**config.mk**
```make
export PLATFORM = sky130hd
export DESIGN_NAME = evo_gate_array
export DESIGN_NICKNAME = d
export VERILOG_FILES = /design/src/rtl/evo_pkg.sv /design/src/rtl/evo_gate.sv /design/src/rtl/evo_gate_array.sv
export SDC_FILE = /design/constraint.sdc
export NUM_CORES = 1
export LEC_CHECK = 0
export ABC_CLOCK_PERIOD_IN_PS = 12400
export CELL_PAD_IN_SITES_DETAIL_PLACEMENT = 1
export CELL_PAD_IN_SITES_GLOBAL_PLACEMENT = 1
export CORE_UTILIZATION = 45
export CTS_CLUSTER_SIZE = 14
export DETAILED_ROUTE_END_ITERATION = 6
export PLACE_DENSITY = 0.81
export SYNTH_ARGS = -nofsm -noshare
export SYNTH_HDL_FRONTEND = slang
export SYNTH_SLANG_ARGS = --single-unit
export TNS_END_PERCENT = 30
```
**constraint.sdc**
```tcl
create_clock -name clk -period 12.4 [get_ports clk]
set_input_delay 2.48 -clock clk [delete_from_list [all_inputs] [get_ports clk]]
set_output_delay 2.48 -clock clk [all_outputs]
set_load 0.1 [all_outputs]
```
**src/rtl/evo_pkg.sv**
```systemverilog
// Shared types and helpers for the evolvable gate array: opcodes, FSM states,
// genome field widths and the per-gate boolean function.
package evo_pkg;

  localparam int OP_W = 3;

  typedef enum logic [OP_W-1:0] {
    OP_AND  = 3'd0,
    OP_OR   = 3'd1,
    OP_NAND = 3'd2,
    OP_NOR  = 3'd3,
    OP_XOR  = 3'd4,
    OP_XNOR = 3'd5,
    OP_NOT  = 3'd6,
    OP_BUF  = 3'd7
  } evo_op_t;

  typedef enum logic [1:0] {
    ST_IDLE = 2'd0,
    ST_RUN  = 2'd1,
    ST_DONE = 2'd2
  } evo_state_t;

  function automatic int evo_sel_w(input int n_in, input int n_g);
    return $clog2(n_in + n_g);
  endfunction

  function automatic int evo_genome_w(input int sel_w);
    return OP_W + 2 * sel_w;
  endfunction

  // Keeps the address port at least one bit wide for a single-gate array.
  function automatic int evo_addr_w(input int n_g);
    return (n_g > 1) ? $clog2(n_g) : 1;
  endfunction

  function automatic logic evo_eval(input evo_op_t op, input logic a, input logic b);
    logic r;
    case (op)
      OP_AND:  r = a & b;
      OP_OR:   r = a | b;
      OP_NAND: r = ~(a & b);
      OP_NOR:  r = ~(a | b);
      OP_XOR:  r = a ^ b;
      OP_XNOR: r = ~(a ^ b);
      OP_NOT:  r = ~a;
      default: r = a;
    endcase
    return r;
  endfunction

endpackage

```
**src/rtl/evo_gate.sv**
```systemverilog
// One registered gate cell: genome register, two source muxes, boolean
// function and an output register that only advances while the array runs.
module evo_gate
  import evo_pkg::*;
#(
  parameter int  NUM_INPUTS = 2,
  parameter int  NUM_GATES  = 7,
  parameter int  SEL_W      = evo_sel_w(NUM_INPUTS, NUM_GATES),
  localparam int GEN_W      = evo_genome_w(SEL_W)
) (
  input  logic                  clk,
  input  logic                  rst_n,
  input  logic                  we,
  input  logic [GEN_W-1:0]      cfg_data,
  input  logic [NUM_INPUTS-1:0] in,
  input  logic [NUM_GATES-1:0]  w,
  input  logic                  clr,
  input  logic                  en,
  output logic                  d,
  output logic                  q
);

  logic [GEN_W-1:0] genome;
  evo_op_t          op;
  logic [SEL_W-1:0] src_a;
  logic [SEL_W-1:0] src_b;
  logic             a;
  logic             b;

  always_ff @(posedge clk or negedge rst_n) begin
    if (!rst_n) begin
      genome <= '0;
    end else if (we) begin
      genome <= cfg_data;
    end
  end

  assign op    = evo_op_t'(genome[GEN_W-1 -: OP_W]);
  assign src_a = genome[2*SEL_W-1 -: SEL_W];
  assign src_b = genome[SEL_W-1:0];

  // Selects past the last gate fall through to constant 0.
  always_comb begin
    a = 1'b0;
    b = 1'b0;
    for (int i = 0; i < NUM_INPUTS; i++) begin
      if (src_a == SEL_W'(i)) a = in[i];
      if (src_b == SEL_W'(i)) b = in[i];
    end
    for (int j = 0; j < NUM_GATES; j++) begin
      if (src_a == SEL_W'(NUM_INPUTS + j)) a = w[j];
      if (src_b == SEL_W'(NUM_INPUTS + j)) b = w[j];
    end
  end

  assign d = evo_eval(op, a, b);

  always_ff @(posedge clk or negedge rst_n) begin
    if (!rst_n) begin
      q <= 1'b0;
    end else if (clr) begin
      q <= 1'b0;
    end else if (en) begin
      q <= d;
    end
  end

endmodule

```
**src/rtl/evo_gate_array.sv**
```systemverilog
// Runtime-configurable synchronous gate network with a start/done evaluation
// FSM that counts output toggles. Optional trace ports behind EVO_TRACE_EN.
module evo_gate_array
  import evo_pkg::*;
#(
  parameter int  NUM_GATES  = 7,
  parameter int  NUM_INPUTS = 2,
  parameter int  SEL_W      = evo_sel_w(NUM_INPUTS, NUM_GATES),
  parameter int  WIN_W      = 16,
  localparam int ADDR_W     = evo_addr_w(NUM_GATES),
  localparam int GEN_W      = evo_genome_w(SEL_W)
) (
  input  logic                  clk,
  input  logic                  rst_n,
  input  logic [NUM_INPUTS-1:0] in,
  input  logic                  cfg_we,
  input  logic [ADDR_W-1:0]     cfg_addr,
  input  logic [GEN_W-1:0]      cfg_data,
  input  logic [ADDR_W-1:0]     out_sel,
  input  logic [WIN_W-1:0]      win_len,
  input  logic                  start,
  output logic                  busy,
  output logic                  done,
  output logic [WIN_W-1:0]      toggles,
`ifdef EVO_TRACE_EN
  output logic                  out,
  output logic [NUM_GATES-1:0]  dbg_w,
  output logic [WIN_W-1:0]      dbg_cycle
`else
  output logic                  out
`endif
);

  evo_state_t          state;
  logic [NUM_GATES-1:0] w;
  logic [NUM_GATES-1:0] w_d;
  logic [WIN_W-1:0]    cnt;
  logic [WIN_W-1:0]    cnt_nx;
  logic [WIN_W-1:0]    win_q;
  logic [WIN_W-1:0]    tog_q;
  logic [ADDR_W-1:0]   sel_q;
  logic                out_q;
  logic                busy_q;
  logic                done_q;
  logic                accept;
  logic                run;
  logic                cfg_ok;
  logic                sel_d;

  assign accept = (state == ST_IDLE) && start;
  assign run    = (state == ST_RUN);
  assign cfg_ok = (state == ST_IDLE) && cfg_we;
  assign cnt_nx = cnt + 1'b1;

  for (genvar g = 0; g < NUM_GATES; g++) begin : g_gate
    evo_gate #(
      .NUM_INPUTS (NUM_INPUTS),
      .NUM_GATES  (NUM_GATES),
      .SEL_W      (SEL_W)
    ) u_gate (
      .clk      (clk),
      .rst_n    (rst_n),
      .we       (cfg_ok && (cfg_addr == ADDR_W'(g))),
      .cfg_data (cfg_data),
      .in       (in),
      .w        (w),
      .clr      (accept),
      .en       (run),
      .d        (w_d[g]),
      .q        (w[g])
    );
  end

  // Toggle detection looks at the value the selected gate is about to take.
  always_comb begin
    sel_d = 1'b0;
    for (int j = 0; j < NUM_GATES; j++) begin
      if (sel_q == ADDR_W'(j)) sel_d = w_d[j];
    end
  end

  always_ff @(posedge clk or negedge rst_n) begin
    if (!rst_n) begin
      state  <= ST_IDLE;
      cnt    <= '0;
      win_q  <= '0;
      tog_q  <= '0;
      sel_q  <= '0;
      out_q  <= 1'b0;
      busy_q <= 1'b0;
      done_q <= 1'b0;
    end else begin
      case (state)
        ST_IDLE: begin
          if (start) begin
            cnt   <= '0;
            tog_q <= '0;
            out_q <= 1'b0;
            sel_q <= out_sel;
            win_q <= win_len;
            if (win_len != '0) begin
              state  <= ST_RUN;
              busy_q <= 1'b1;
            end else begin
              state  <= ST_DONE;
              done_q <= 1'b1;
            end
          end
        end
        ST_RUN: begin
          cnt   <= cnt_nx;
          out_q <= sel_d;
          if (sel_d != out_q) tog_q <= tog_q + 1'b1;
          if (cnt_nx == win_q) begin
            state  <= ST_DONE;
            busy_q <= 1'b0;
            done_q <= 1'b1;
          end
        end
        ST_DONE: begin
          state  <= ST_IDLE;
          done_q <= 1'b0;
        end
        default: begin
          state  <= ST_IDLE;
          busy_q <= 1'b0;
          done_q <= 1'b0;
        end
      endcase
    end
  end

  assign busy    = busy_q;
  assign done    = done_q;
  assign toggles = tog_q;
  assign out     = out_q;

`ifdef EVO_TRACE_EN
  assign dbg_w     = w;
  assign dbg_cycle = cnt;
`endif

endmodule

```
# After elaboration in Yosys (flattened, before gate mapping)
# Index checks and enable logic that the tools add are counted.
classes:
  add_sub_neg: 2
  multipliers: 0
  n_div: 0
  n_lt_le_gt_ge: 0
  n_eq_ne: 175
  shifts: 0
  muxes: 172
  n_bitwise: 50
  reduce_logical: 42
op_table:
  columns: ["operator", "count"]
  rows:
  - ["4-bit by 3-bit equality test with 1-bit output, second input constant", 56]
  - ["1-bit 2-to-1 mux", 154]
  - ["4-bit by 2-bit equality test with 1-bit output, second input constant", 28]
  - ["3-bit equality test, second input constant", 27]
  - ["16-bit case mux with 2 select lines", 2]
  - ["4-bit by 1-bit equality test with 1-bit output, second input constant", 14]
  - ["4-bit equality test, second input constant", 14]
  - ["4-bit zero test", 14]
  - ["3-bit by 2-bit equality test with 1-bit output, second input constant", 18]
  - ["1-bit case mux with 7 select lines", 7]
  - ["16-bit by 1-bit adder with 16-bit output, second input constant", 2]
  - ["16-bit 2-to-1 mux", 2]
  - ["1-bit inverter", 29]
  - ["3-bit by 1-bit equality test with 1-bit output, second input constant", 9]
  - ["3-bit zero test", 9]
  - ["16-bit equality test", 1]
  - ["16-bit nonzero test", 1]
  - ["1-bit logical AND", 9]
  - ["2-bit inequality test, second input constant", 4]
  - ["1-bit bitwise AND", 7]
  - ["1-bit bitwise OR", 7]
  - ["1-bit bitwise XOR", 7]
  - ["2-bit 2-to-1 mux", 3]
  - ["2-bit AND reduction", 3]
  - ["other kinds (11)", 14]
totals:
  register_bits: 140
  latchBits: 0
  ramBits: 0
  rom_bits: 0
  in_bits: 39
  output_inout_bits: 19
  memories: 0

# Logic depth before layout (Yosys ltp)
logic_depth:
  depth_word: 23
  ltp_mapped: 18
  depth_no_buf: 16

# Cells and area by module
# A second synthesis with hierarchy kept.
unflattened:
  hier_cells: 866
  area_unflattened_um2: 8764.7
modules_own_cells:
  columns: ["module", "n_inst", "cells_per_inst", "area_per_inst_um2"]
  rows:
  - ["evo_gate", 7, 69, 784.5]
  - ["evo_gate_array", 1, 383, 3273.1]

# Worst setup path after synthesis
# OpenSTA, ideal clock, no wires.
synth_path:
  path_type: "input-to-reg"
  from: "in in[1]"
  to: "reg tog_q[14], in the netlist toggles[14]"
  setup_time_ns: 0.077
  arrival_ns: 5.873
  required_time_ns: 12.323
  slack_ns: 6.450
  stages: 16
  cell_sequence: "clkbuf_1 mux4_2 a22o_1 nor2_1 inv_1 ha_1 o21ai_0 xnor2_1 o311ai_0 o32a_1 o2111ai_2 mux2i_4 or2_0 clkbuf_2 or4_1 a21oi_1"
synth_between:
  elab_chain_len: 21
synth_rtl:
  columns: ["element", "line_no", "rtl"]
  rows:
  - ["start: declaration", "evo_gate_array.sv:15", "input logic [NUM_INPUTS-1:0] in,"]
  - ["1-bit 2-to-1 mux, on equally long branches", "evo_gate.sv:47, evo_gate.sv:48", null]
  - ["1-bit 2-to-1 mux, on equally long branches (7 in a row)", "evo_gate.sv:51, evo_gate.sv:52", null]
  - ["1-bit bitwise XOR, or another cell as far along", "evo_pkg.sv:44, evo_pkg.sv:45", null]
  - ["1-bit inverter, on equally long branches", "evo_pkg.sv:45, evo_pkg.sv:42, evo_pkg.sv:43", null]
  - ["1-bit case mux with 7 select lines", "evo_pkg.sv:39", "case (op)"]
  - ["1-bit 2-to-1 mux (6 in a row)", "evo_gate_array.sv:78", "if (sel_q == ADDR_W'(j)) sel_d = w_d[j];"]
  - ["1-bit 2-to-1 mux (*)", "evo_gate_array.sv:78", null]
  - ["1-bit inequality test (*)", "evo_gate_array.sv:113", "if (sel_d != out_q) tog_q <= tog_q + 1'b1;"]
  - ["2-bit inequality test (no line) (*)", null, null]
  - ["3-bit AND reduction (no line) (*)", null, null]
  - ["end signal: assignment", "evo_gate_array.sv:113", null]
  - ["end: declaration", "evo_gate_array.sv:40", "logic [WIN_W-1:0] tog_q;"]
# Every way passes the cells marked *; elsewhere a longest branch is shown, timed or not.
# A chain may end at the register's enable or synchronous reset.

# Final worst setup path
layout_path:
  from: "in in[0]"
  to: "reg tog_q[1], in the netlist toggles[1]"
layout_between:
  elab_chain_len: 22
layout_rtl:
  columns: ["element", "line_no"]
  rows:
  - ["1-bit 2-to-1 mux, on equally long branches (2 in a row)", "evo_gate.sv:47, evo_gate.sv:48"]
  - ["1-bit 2-to-1 mux, on equally long branches (7 in a row)", "evo_gate.sv:51, evo_gate.sv:52"]
  - ["1-bit bitwise XOR, or another cell as far along", "evo_pkg.sv:44, evo_pkg.sv:45"]
  - ["1-bit inverter, on equally long branches", "evo_pkg.sv:45, evo_pkg.sv:42, evo_pkg.sv:43"]
  - ["1-bit case mux with 7 select lines", "evo_pkg.sv:39"]
  - ["1-bit 2-to-1 mux (6 in a row)", "evo_gate_array.sv:78"]
  - ["1-bit 2-to-1 mux (*)", "evo_gate_array.sv:78"]
  - ["1-bit inequality test (*)", "evo_gate_array.sv:113"]
  - ["2-bit inequality test (no line) (*)", null]
  - ["3-bit AND reduction (no line) (*)", null]
# Marks and branches as above.

==> qor.csv <==
stage,metric,value,unit
status,status,"finished, violations left",
status,failed_checks,design-rule violations,
min_path,hold_class,reg2reg,
yosys,ys_seq_area_frac,0.417,
worst_setup_path,worst-path-max-fanout,14,
routing,firstDrtPassIters,7,
yosys,yosys.cell_count.top_type,dfrtp_1,
yosys,syn-cell-area,8390,sq um
clocking,cts_tree,yes,
clocking,postCtsSetupRepairBufs,0,
timing,finClkSkew,10.4,ps
worst_setup_path,rr_startpoint,g_gate[2].u_gate.q,
yosys,synth_flop_cell,dfrtp_1,
final_layout,drive_gt1_frac,0.179,
global_route,grt_pass1_vias,7063,
worst_setup_path,critPathLaunch,in[0],
die,core_area,18100,sq um
timing,slew_headroom,0.156,
placement,place_congestion,0.804,
yosys,ys_types,82,
timing,setup_tns,0,ps
yosys,yosys-top-cells-count,"dfrtp_1, nand2_1, mux2_2",
clocking,cts_buffers,17,
yosys,synth_area_leaders,"dfrtp_1, mux2_2, mux4_2",
die,initial_core_util,0.462,
die,design.die.area,19200,sq um
clocking,ctsHtreeMaxLevel,4,
timing,finalSetupViolations,0,
worst_setup_path,r2r_setup_slack,7770,ps
global_route,track_usage,0.257,
clocking,clk_pin_slew,70,ps
global_route,grt_max_degree,77,
min_path,hp-start,state[1],
die,die_h,139,um
final_layout,final_core_util,0.534,
routing,via_per_inst,6.07,
placement,portBuffers,57,
worst_setup_path,cp.arrival,7010,ps
pwr,p_leak,4.28,nW
die,dieWidth,139,um
final_layout,multi_input_area,4570,sq um
worst_setup_path,crit_type,in2reg,
routing,final_antenna_net_count,0,
min_path,whs_path_depth,1,
timing,min_period,6690,ps
yosys,yosys.area.top_type,dfrtp_1,
routing,drc,6,
clocking,hold_buffers,0,
yosys,async_flop_share,1.00,
worst_setup_path,r2r_cells,14,
final_layout,fillCellCount,2000,
clocking,cts.sinks,140,
yosys,syn_inst,823,
clocking,cts_root_buf,clkbuf_16,
job,drv_cap,0,
final_layout,regArea,3500,sq um
die,num_io_pins,58,
die,rows,49,
yosys,ys_warn_count,0,
worst_setup_path,worst_setup_path_start_kind,input pin,
timing,hold_viol,0,
yosys,synth_top_area_frac,0.417,
routing,wire_per_inst,21.0,um
final_layout,fin_nets,916,
worst_setup_path,critPathCaptureType,flip-flop,
yosys,synth-edff-count,0,
clocking,clkLatencyLatePin,430,ps
routing,vias,6702,
final_layout,antenna_cells,0,
pwr,vdd_drop_max,0.000162,V
yosys,synth_nets,877,
routing,routed_wl,23200,um
timing,slew_viol_final,0,
clocking,cts_buffer_depth,2,
yosys,avgSynthCellArea,10.2,sq um
timing,rsz0062_at_grt,no,
worst_setup_path,cp.required,12720,ps
timing,min_period_over_period,0.540,
global_route,grt_pass1_wl,38300,um
timing,fmax,0.149,GHz
final_layout,synthToLayoutAreaGrowth,15.4,%
global_route,antenna_found_initial,0,
yosys,ys_ff_latch,140,
global_route,overflow,0,
timing,worst-slew-pin-transition,1250,ps
placement,dpl.hpwl,15200,um
routing,drtIter0Drc,404,
clocking,ctsResizeCount,0,
pwr,p_per_area,122,nW/um^2
critical path, stage by stage:
cell and delay (ps):
clkdlybuf4s50_1 890, mux2i_1 150, a221oi_1 310, o31a_1 170
inv_1 60, ha_1 220, and2_1 150, o21ai_0 210
nand3_1 110, a221oi_1 520, a211oi_1 210, o2111ai_1 200
nand4_4 190, nor2_1 640, o21ai_0 230, a32o_1 260
metrics by stage:
stage / cells / total power, W / hold slack [ps] / instance area [sq um] / worst slack, ps
6_report: 1104 / 0.00118 / 488 / 9680 / 5710
4_1_cts: 1104 / 0.00118 / 490 / 9680 / 5730
3_5_place_dp: 1072 / 0.000662 / 477 / 9080 / 5290
2_1_floorplan: 823 / 0.000598 / 442 / 8390 / 6450
3_3_place_gp: 1072 / 0.000659 / 470 / 9080 / 5420
5_1_grt: 1104 / 0.00121 / 522 / 9680 / 5190
final cells by class:
class	count	area share
Sequential cell	140	0.362
Clock inverter	12	0.0141
Timing Repair Buffer	61	0.0622
Multi-Input combinational cell	610	0.472
Inverter	32	0.0124
Clock buffer	20	0.0482
Tap cell	229	0.0296
power breakdown:
part	total [W]	internal, W	switching [W]
Combinational	0.000168	0.0000520	0.000116
Clock	0.000523	0.000314	0.000209
Sequential	0.000486	0.000467	0.0000191
Total	0.00118	0.000833	0.000344
registers in the layout (all words and copies together), names as in the netlist:
name / count
g_gate.u_gate.genome: 77
cnt: 16
toggles: 16
win_q: 16
g_gate.u_gate.q: 7
sel_q: 3
state: 2
busy: 1
done: 1
out: 1
metal layers:
| metal | track usage | part of all wire | vias up |
|---|---|---|---|
| met5 | 0 | 0 | - |
| li1 | - | - | 3040 |
| met4 | 0.0988 | 0.023 | 0 |
| met1 | 0.334 | 0.45 | 3469 |
| met3 | 0.0487 | 0.041 | 35 |
| met2 | 0.427 | 0.48 | 158 |
logic make-up after synthesis:
group | after synthesis | share of synthesized area
AOI/OAI and AO/OA | 122 | 0.101
buffers and inverters | 73 | 0.0382
xor gates and xnor gates | 40 | 0.0417
muxes | 129 | 0.198
DFF | 140 | 0.417
adders and majority gates | 15 | 0.0224
and+or+nand+nor | 304 | 0.181
final timing paths:
check,endpoint
worst max-delay path,toggles[1]
worst min-delay path,done
worst max register to register,toggles[1]
worst min register to register,done
max in group asynchronous,g_gate[3].u_gate.genome[5]
min in group asynchronous,win_q[12]
placed cells by master (no fill, tap or decap), types with 4 or more instances in the layout:
cell type / n
a21oi_1: 15
a22o_1: 4
a31oi_1: 6
and2_1: 4
and3_1: 12
buf_4: 4
clkbuf_16: 17
clkdlybuf4s50_1: 56
dfrtp_1: 140
ha_1: 15
inv_1: 32
mux2_2: 77
mux2i_1: 30
mux4_2: 21
nand2_1: 119
nand2b_1: 13
nand3_1: 32
nand4_1: 5
nor2_1: 47
nor2b_1: 8
nor3_1: 16
nor3b_1: 4
nor4_1: 10
nor4b_1: 8
o211ai_1: 4
o21ai_0: 44
o31ai_1: 8
xnor2_1: 25
xor2_1: 15
(Power assumes the default switching activity.)
==> variant 1, RTL diff (same flow settings) <==
Make the reset (`rst_n`) synchronous in 3 clocked blocks.
--- a/src/rtl/evo_gate.sv
+++ b/src/rtl/evo_gate.sv
@@ -27,7 +27,7 @@
   logic             a;
   logic             b;
 
-  always_ff @(posedge clk or negedge rst_n) begin
+  always_ff @(posedge clk) begin
     if (!rst_n) begin
       genome <= '0;
     end else if (we) begin
@@ -55,7 +55,7 @@
 
   assign d = evo_eval(op, a, b);
 
-  always_ff @(posedge clk or negedge rst_n) begin
+  always_ff @(posedge clk) begin
     if (!rst_n) begin
       q <= 1'b0;
     end else if (clr) begin
--- a/src/rtl/evo_gate_array.sv
+++ b/src/rtl/evo_gate_array.sv
@@ -79,7 +79,7 @@
     end
   end
 
-  always_ff @(posedge clk or negedge rst_n) begin
+  always_ff @(posedge clk) begin
     if (!rst_n) begin
       state  <= ST_IDLE;
       cnt    <= '0;
Formal check against the unedited RTL: differs if rst_n is asserted again (counterexample within 4 cycles, from zero or initial values and one cycle with rst_n low); with rst_n held inactive, the same outputs for 4 cycles.
==> variant 1 against the unedited design <==
- the run still ends with design-rule violations left
- clock skew down 0.0025 ns
- power up 0.35%
- utilization down 0.14 points
- sequential cell count unchanged
- wire length down 0.41%
- setup slack better by 0.065 ns
- cell area down 0.27%
- area after synthesis about the same
- critical path type unchanged
- largest power group unchanged
==> variant 1: results (changes against the unedited design) <==
status finished with violations (unchanged); violated checks design-rule violations (unchanged); Clock group 0.524 mW (was 0.523 mW); post-DR vias/cell 5.780 (was 6.071); Seq/Total Area, Yosys 33.38% (was 41.75%); P_int 0.8517 mW (was 0.8330 mW); Reg2Reg Setup Slack 7.94 ns (was 7.77 ns); final worst hold slack 0.4780 ns (was 0.4876 ns); Yosys warning count 0 (unchanged); Critical path origin in[0] (unchanged); Final Power 1.181 mW (was 1.177 mW); global-route wire length before repair 37980 µm (was 38320 µm); worst skew pair latency 0.43 ns (about the same); DP Cell Count 1197 (was 1072); Reg2Reg Launch Point g_gate[0].u_gate.q$_SDFFE_PP0P_ (was g_gate[2].u_gate.q$_DFFE_PN0P_); syn nets 1016 (was 877); Data arrival, critical path 6.94 ns (was 7.01 ns); via count of the first global-routing pass 7240 (was 7063); area post-placement 9056 µm² (was 9080 µm²); met3 routed WL 874 µm (was 953 µm); Hold Path Class register to register (unchanged); asr flop ratio synth 0% (was 100.0%); DR DRC count 4 (was 6); maximum buffer depth of the clock tree 2 (unchanged); I/O Buffers 57 (unchanged); post-DP HPWL 15350 µm (was 15220 µm); hold path start toggles[15]$_SDFFE_PN0P_ (was state[1]$_DFFE_PN0P_); P_leak 3.748 nW (was 4.277 nW); post-synth cell types 71 (was 82); most frequent cells after synthesis dfxtp_1, nand2_1, nor2b_1 (was dfrtp_1, nand2_1, mux2_2); Pre-Repair DR Iteration Count 6 (was 7); Routability Congestion 0.7862 (was 0.8035); largest cells by area after synthesis dfxtp_1, mux2i_1, nor2b_1, mux4_2, nand2_1 (was dfrtp_1, mux2_2, mux4_2, nand2_1, mux2i_1); pin count of the biggest net entering global routing 66 (was 77); hold path depth 2 (was 1); Num CTS Buffers 17 (unchanged); diode count 0 (unchanged); Post-synth top flop dfxtp_1 (was dfrtp_1); worst setup path end toggles[6]$_SDFFE_PN0P_ (was toggles[1]$_DFFE_PN0P_); Post-Route WL 23140 µm (was 23230 µm); vias 7104 (was 6702); Fill cells 2145 (was 2000); DR top layer met4 (unchanged); Max VDD drop 0.09465 mV (was 0.1618 mV); initial DRC count 294 (was 404); Setup Buffers After CTS 0 (unchanged); layout cells sized above 1 7.600% (was 17.94%); total length of routed met2 wires 11200 µm (was 11210 µm); largest fanout on the critical path 30 (was 14); Min-Delay Endpoint toggles[15]$_SDFFE_PN0P_ (was done$_DFFE_PN0P_); Slew headroom 21.04% (was 15.61%); Synth Instances 962 (was 823); Clock Skew 0.007813 ns (was 0.01036 ns); gr usage total 24.91% (was 25.73%); Reg clk slew, reported paths 0.06 ns; Met1 Wirelength 10830 µm (was 10530 µm)
variant 1: cell types whose count changed after synthesis, sizes merged, moves of 12 or more:
cell    unedited run  this run
a21boi             0        42
a21oi             15        36
clkbuf            35        47
dfrtp            140         0
dfxtp              0       140
mux2              77         3
mux2i             31        85
nor2b              8        93
variant 1: critical path, stage by stage:
cell,delay [ns]
clkdlybuf4s50_1,0.92
mux2i_1,0.15
a221o_1,0.37
o21ai_0,0.31
inv_1,0.09
ha_1,0.21
nand2_1,0.06
o21ai_0,0.10
xnor2_1,0.16
o311ai_0,0.38
a2bb2oi_2,0.18
a31oi_2,0.13
o211ai_2,0.94
a21boi_0,0.28
mux2i_1,0.17
variant 1: cells by family (layout without fill, tap and decap cells):
kind of cell / count (synthesis) / count (layout) / synth area share [%]
XOR/XNOR: 39 / 39 / 4.068
buffers and inverters: 82 / 120 / 3.905
multiplexers: 110 / 110 / 16.63
flip-flops: 140 / 140 / 33.38
adder cells (fa/ha/maj): 15 / 15 / 2.235
AO/OA/AOI/OAI: 181 / 181 / 15.31
AND/OR/NAND/NOR: 395 / 395 / 24.47
variant 1: through the flow:
step	utilization (%)	setup slack [ns]
2_1_floorplan	-	6.932
3_3_place_gp	49.90	5.543
3_5_place_dp	49.90	5.417
4_1_cts	53.21	5.833
5_1_grt	53.21	5.440
6_report	53.21	5.775
variant 1: final cells by class:
cell class,instances,area [µm²],area share [%]
clock buffers,18,429.2,4.444
clock inverters,14,171.4,1.775
inverters,27,101.3,1.049
multi-input cells,740,5270,54.57
flip-flops and latches,140,2803,29.02
well taps,229,286.5,2.967
repair buffers,61,595.6,6.167
variant 1: metal layers:
layer / track usage, % / vias up
li1: - / 3468
met1: 32.29 / 3500
met2: 42.56 / 123
met3: 4.558 / 13
met4: 6.564 / 0
met5: 0 / -
==> variant 2, RTL diff (config.mk and constraints unchanged) <==
Without the edit above. `NUM_INPUTS` is set to 2 in 2 places; all go to 4.
--- a/src/rtl/evo_gate.sv
+++ b/src/rtl/evo_gate.sv
@@ -3,7 +3,7 @@
 module evo_gate
   import evo_pkg::*;
 #(
-  parameter int  NUM_INPUTS = 2,
+  parameter int  NUM_INPUTS = 4,
   parameter int  NUM_GATES  = 7,
   parameter int  SEL_W      = evo_sel_w(NUM_INPUTS, NUM_GATES),
   localparam int GEN_W      = evo_genome_w(SEL_W)
--- a/src/rtl/evo_gate_array.sv
+++ b/src/rtl/evo_gate_array.sv
@@ -4,7 +4,7 @@
   import evo_pkg::*;
 #(
   parameter int  NUM_GATES  = 7,
-  parameter int  NUM_INPUTS = 2,
+  parameter int  NUM_INPUTS = 4,
   parameter int  SEL_W      = evo_sel_w(NUM_INPUTS, NUM_GATES),
   parameter int  WIN_W      = 16,
   localparam int ADDR_W     = evo_addr_w(NUM_GATES),
Interface: changed (resized in); port bits go from 58 to 60. The function was not compared with the original's and may differ.
==> variant 2 against the unedited design <==
- count of clock-buffer cells in the layout shrank 1
- first-iteration DRC count shrank 16%
- die area grew 1.2%
- clock skew shrank 0.0019 ns
- area after synthesis grew 1.2%
- utilization grew 0.51 points
- setup slack gained 0.048 ns
- register-to-register slack gained 0.24 ns
- sequential share of layout area shrank 0.46 points
- sequential cell count is the same
- cell area grew 1.3%
- wire length grew 6.2%
- critical path type unchanged
Power is not compared: it rests on default switching activity, and its combinational part moved more than twofold at a synthesized area within 25%.
==> variant 2: results (changes against the unedited design) <==
layout cells sized above 1 17.93% (was 17.94%); Post-Route WL 24680 µm (was 23230 µm); maximum buffer depth of the clock tree 2 (unchanged); Min-Delay Endpoint win_q[7]$_DFFE_PN0P_ (was done$_DFFE_PN0P_); Synth Instances 806 (was 823); routed length per placed instance 22.68 µm (was 21.04 µm); initial DRC count 341 (was 404); worst setup path end toggles[15]$_DFFE_PN0P_ (was toggles[1]$_DFFE_PN0P_); max reg flops 77 (unchanged); Setup Buffers After CTS 0 (unchanged); P_leak between 4 and 5 nW; largest fanout on the critical path 14 (unchanged); final worst hold slack 0.5011 ns (was 0.4876 ns); met2 Resource Use GR 46.23% (was 42.67%); Clock Skew 0.008424 ns (was 0.01036 ns); Least-Margin Pin Slew 1.063 ns (was 1.254 ns); vias 6773 (was 6702); cell count of the worst reg-to-reg path 14 (unchanged); Seq/Total Area, Yosys 41.26% (was 41.75%); P_int about 1.6 mW; status complete, no violations (was finished with violations); syn nets 862 (was 877); Hold Path Class register to register (unchanged); via count of the first global-routing pass 7373 (was 7063); diode count 0 (unchanged); largest cells by area after synthesis dfrtp_1, mux2_2, mux4_2, nand2_1, mux2i_1 (unchanged); Pre-Repair DR Iteration Count 5 (was 7); asr flop ratio synth 100.0% (unchanged); area post-placement 9186 µm² (was 9080 µm²); Data arrival, critical path 6.94 ns (was 7.01 ns); final cycle utilization of the critical path 53.57% (was 53.95%); GR Util met1 34.05% (was 33.45%); clock root buffer master clkbuf_16 (unchanged); register name with the most flops g_gate.u_gate.genome (unchanged); Reg clk slew, reported paths 0.06 ns; # H-tree levels 4 (unchanged); Critical path origin in[3] (was in[0]); Final Net Count 902 (was 916); gr usage total 27.00% (was 25.73%); I/O Buffers 59 (was 57); hold path start win_q[7]$_DFFE_PN0P_ (was state[1]$_DFFE_PN0P_); DP Cell Count 1056 (was 1072); dpl ws 5.434 ns (was 5.286 ns); grt met3 use 4.026% (was 4.869%); Num CTS Buffers 17 (unchanged); hold path depth 2 (was 1); Routability Congestion 0.8322 (was 0.8035); global-route wire length before repair 40500 µm (was 38320 µm); Yosys warning count 0 (unchanged); post-synth cell types 75 (was 82); Post-synth top flop dfrtp_1 (unchanged); pin count of the biggest net entering global routing 78 (was 77); initial antenna violation count 0 (unchanged); Max VDD drop roughly 0.19 mV; most frequent cells after synthesis dfrtp_1, nand2_1, mux2_2 (unchanged); PostCTS Resize Cnt 0 (unchanged); post-DP HPWL 16420 µm (was 15220 µm); Reg2Reg Launch Point g_gate[1].u_gate.q$_DFFE_PN0P_ (was g_gate[2].u_gate.q$_DFFE_PN0P_); Reg2Reg Setup Slack 8.01 ns (was 7.77 ns)
[variant 2: final cells by class]
class,instances,area [µm²]
repair buffers,63,621.8
clock inverters,13,188.9
flip-flops and latches,140,3503
multi-input cells,595,4666
inverters,29,108.9
well taps,229,286.5
clock buffers,19,432.9
fillers,1946,8401
[variant 2: cells by family after synthesis]
kind of cell,synth area share (%)
XOR/XNOR,4.229
adder cells (fa/ha/maj),2.210
flip-flops,41.26
multiplexers,21.99
AO/OA/AOI/OAI,11.17
AND/OR/NAND/NOR,15.36
buffers and inverters,3.787
[variant 2: critical path, stage by stage]
cell,delay [ns]
clkdlybuf4s50_1,0.75
mux4_1,0.65
mux2i_1,0.19
a2bb2oi_2,0.25
inv_1,0.08
ha_1,0.31
xnor2_1,0.17
nor2_1,0.06
a211oi_1,0.32
o41ai_1,0.13
a41oi_1,0.22
o211ai_1,0.16
o221a_4,0.30
a2111oi_0,0.61
xnor2_1,0.18
nor2_1,0.06
[variant 2: metal layers]
layer	share of wire (%)	wire length [µm]	vias up
met4	2.9	724	0
met3	3.4	849	57
met2	51	12550	170
met5	0	0	-
met1	43	10550	3553
li1	-	-	2993
[variant 2: power by group through the flow]
stage          sequential, mW  combinational [mW]  clock (mW)
2_1_floorplan           0.887               0.986           0
3_3_place_gp            0.910                1.21           0
3_5_place_dp            0.936                1.29           0
4_1_cts                 0.933                1.33       0.554
5_1_grt                 0.970                1.44       0.574
6_report                0.938                1.32       0.548
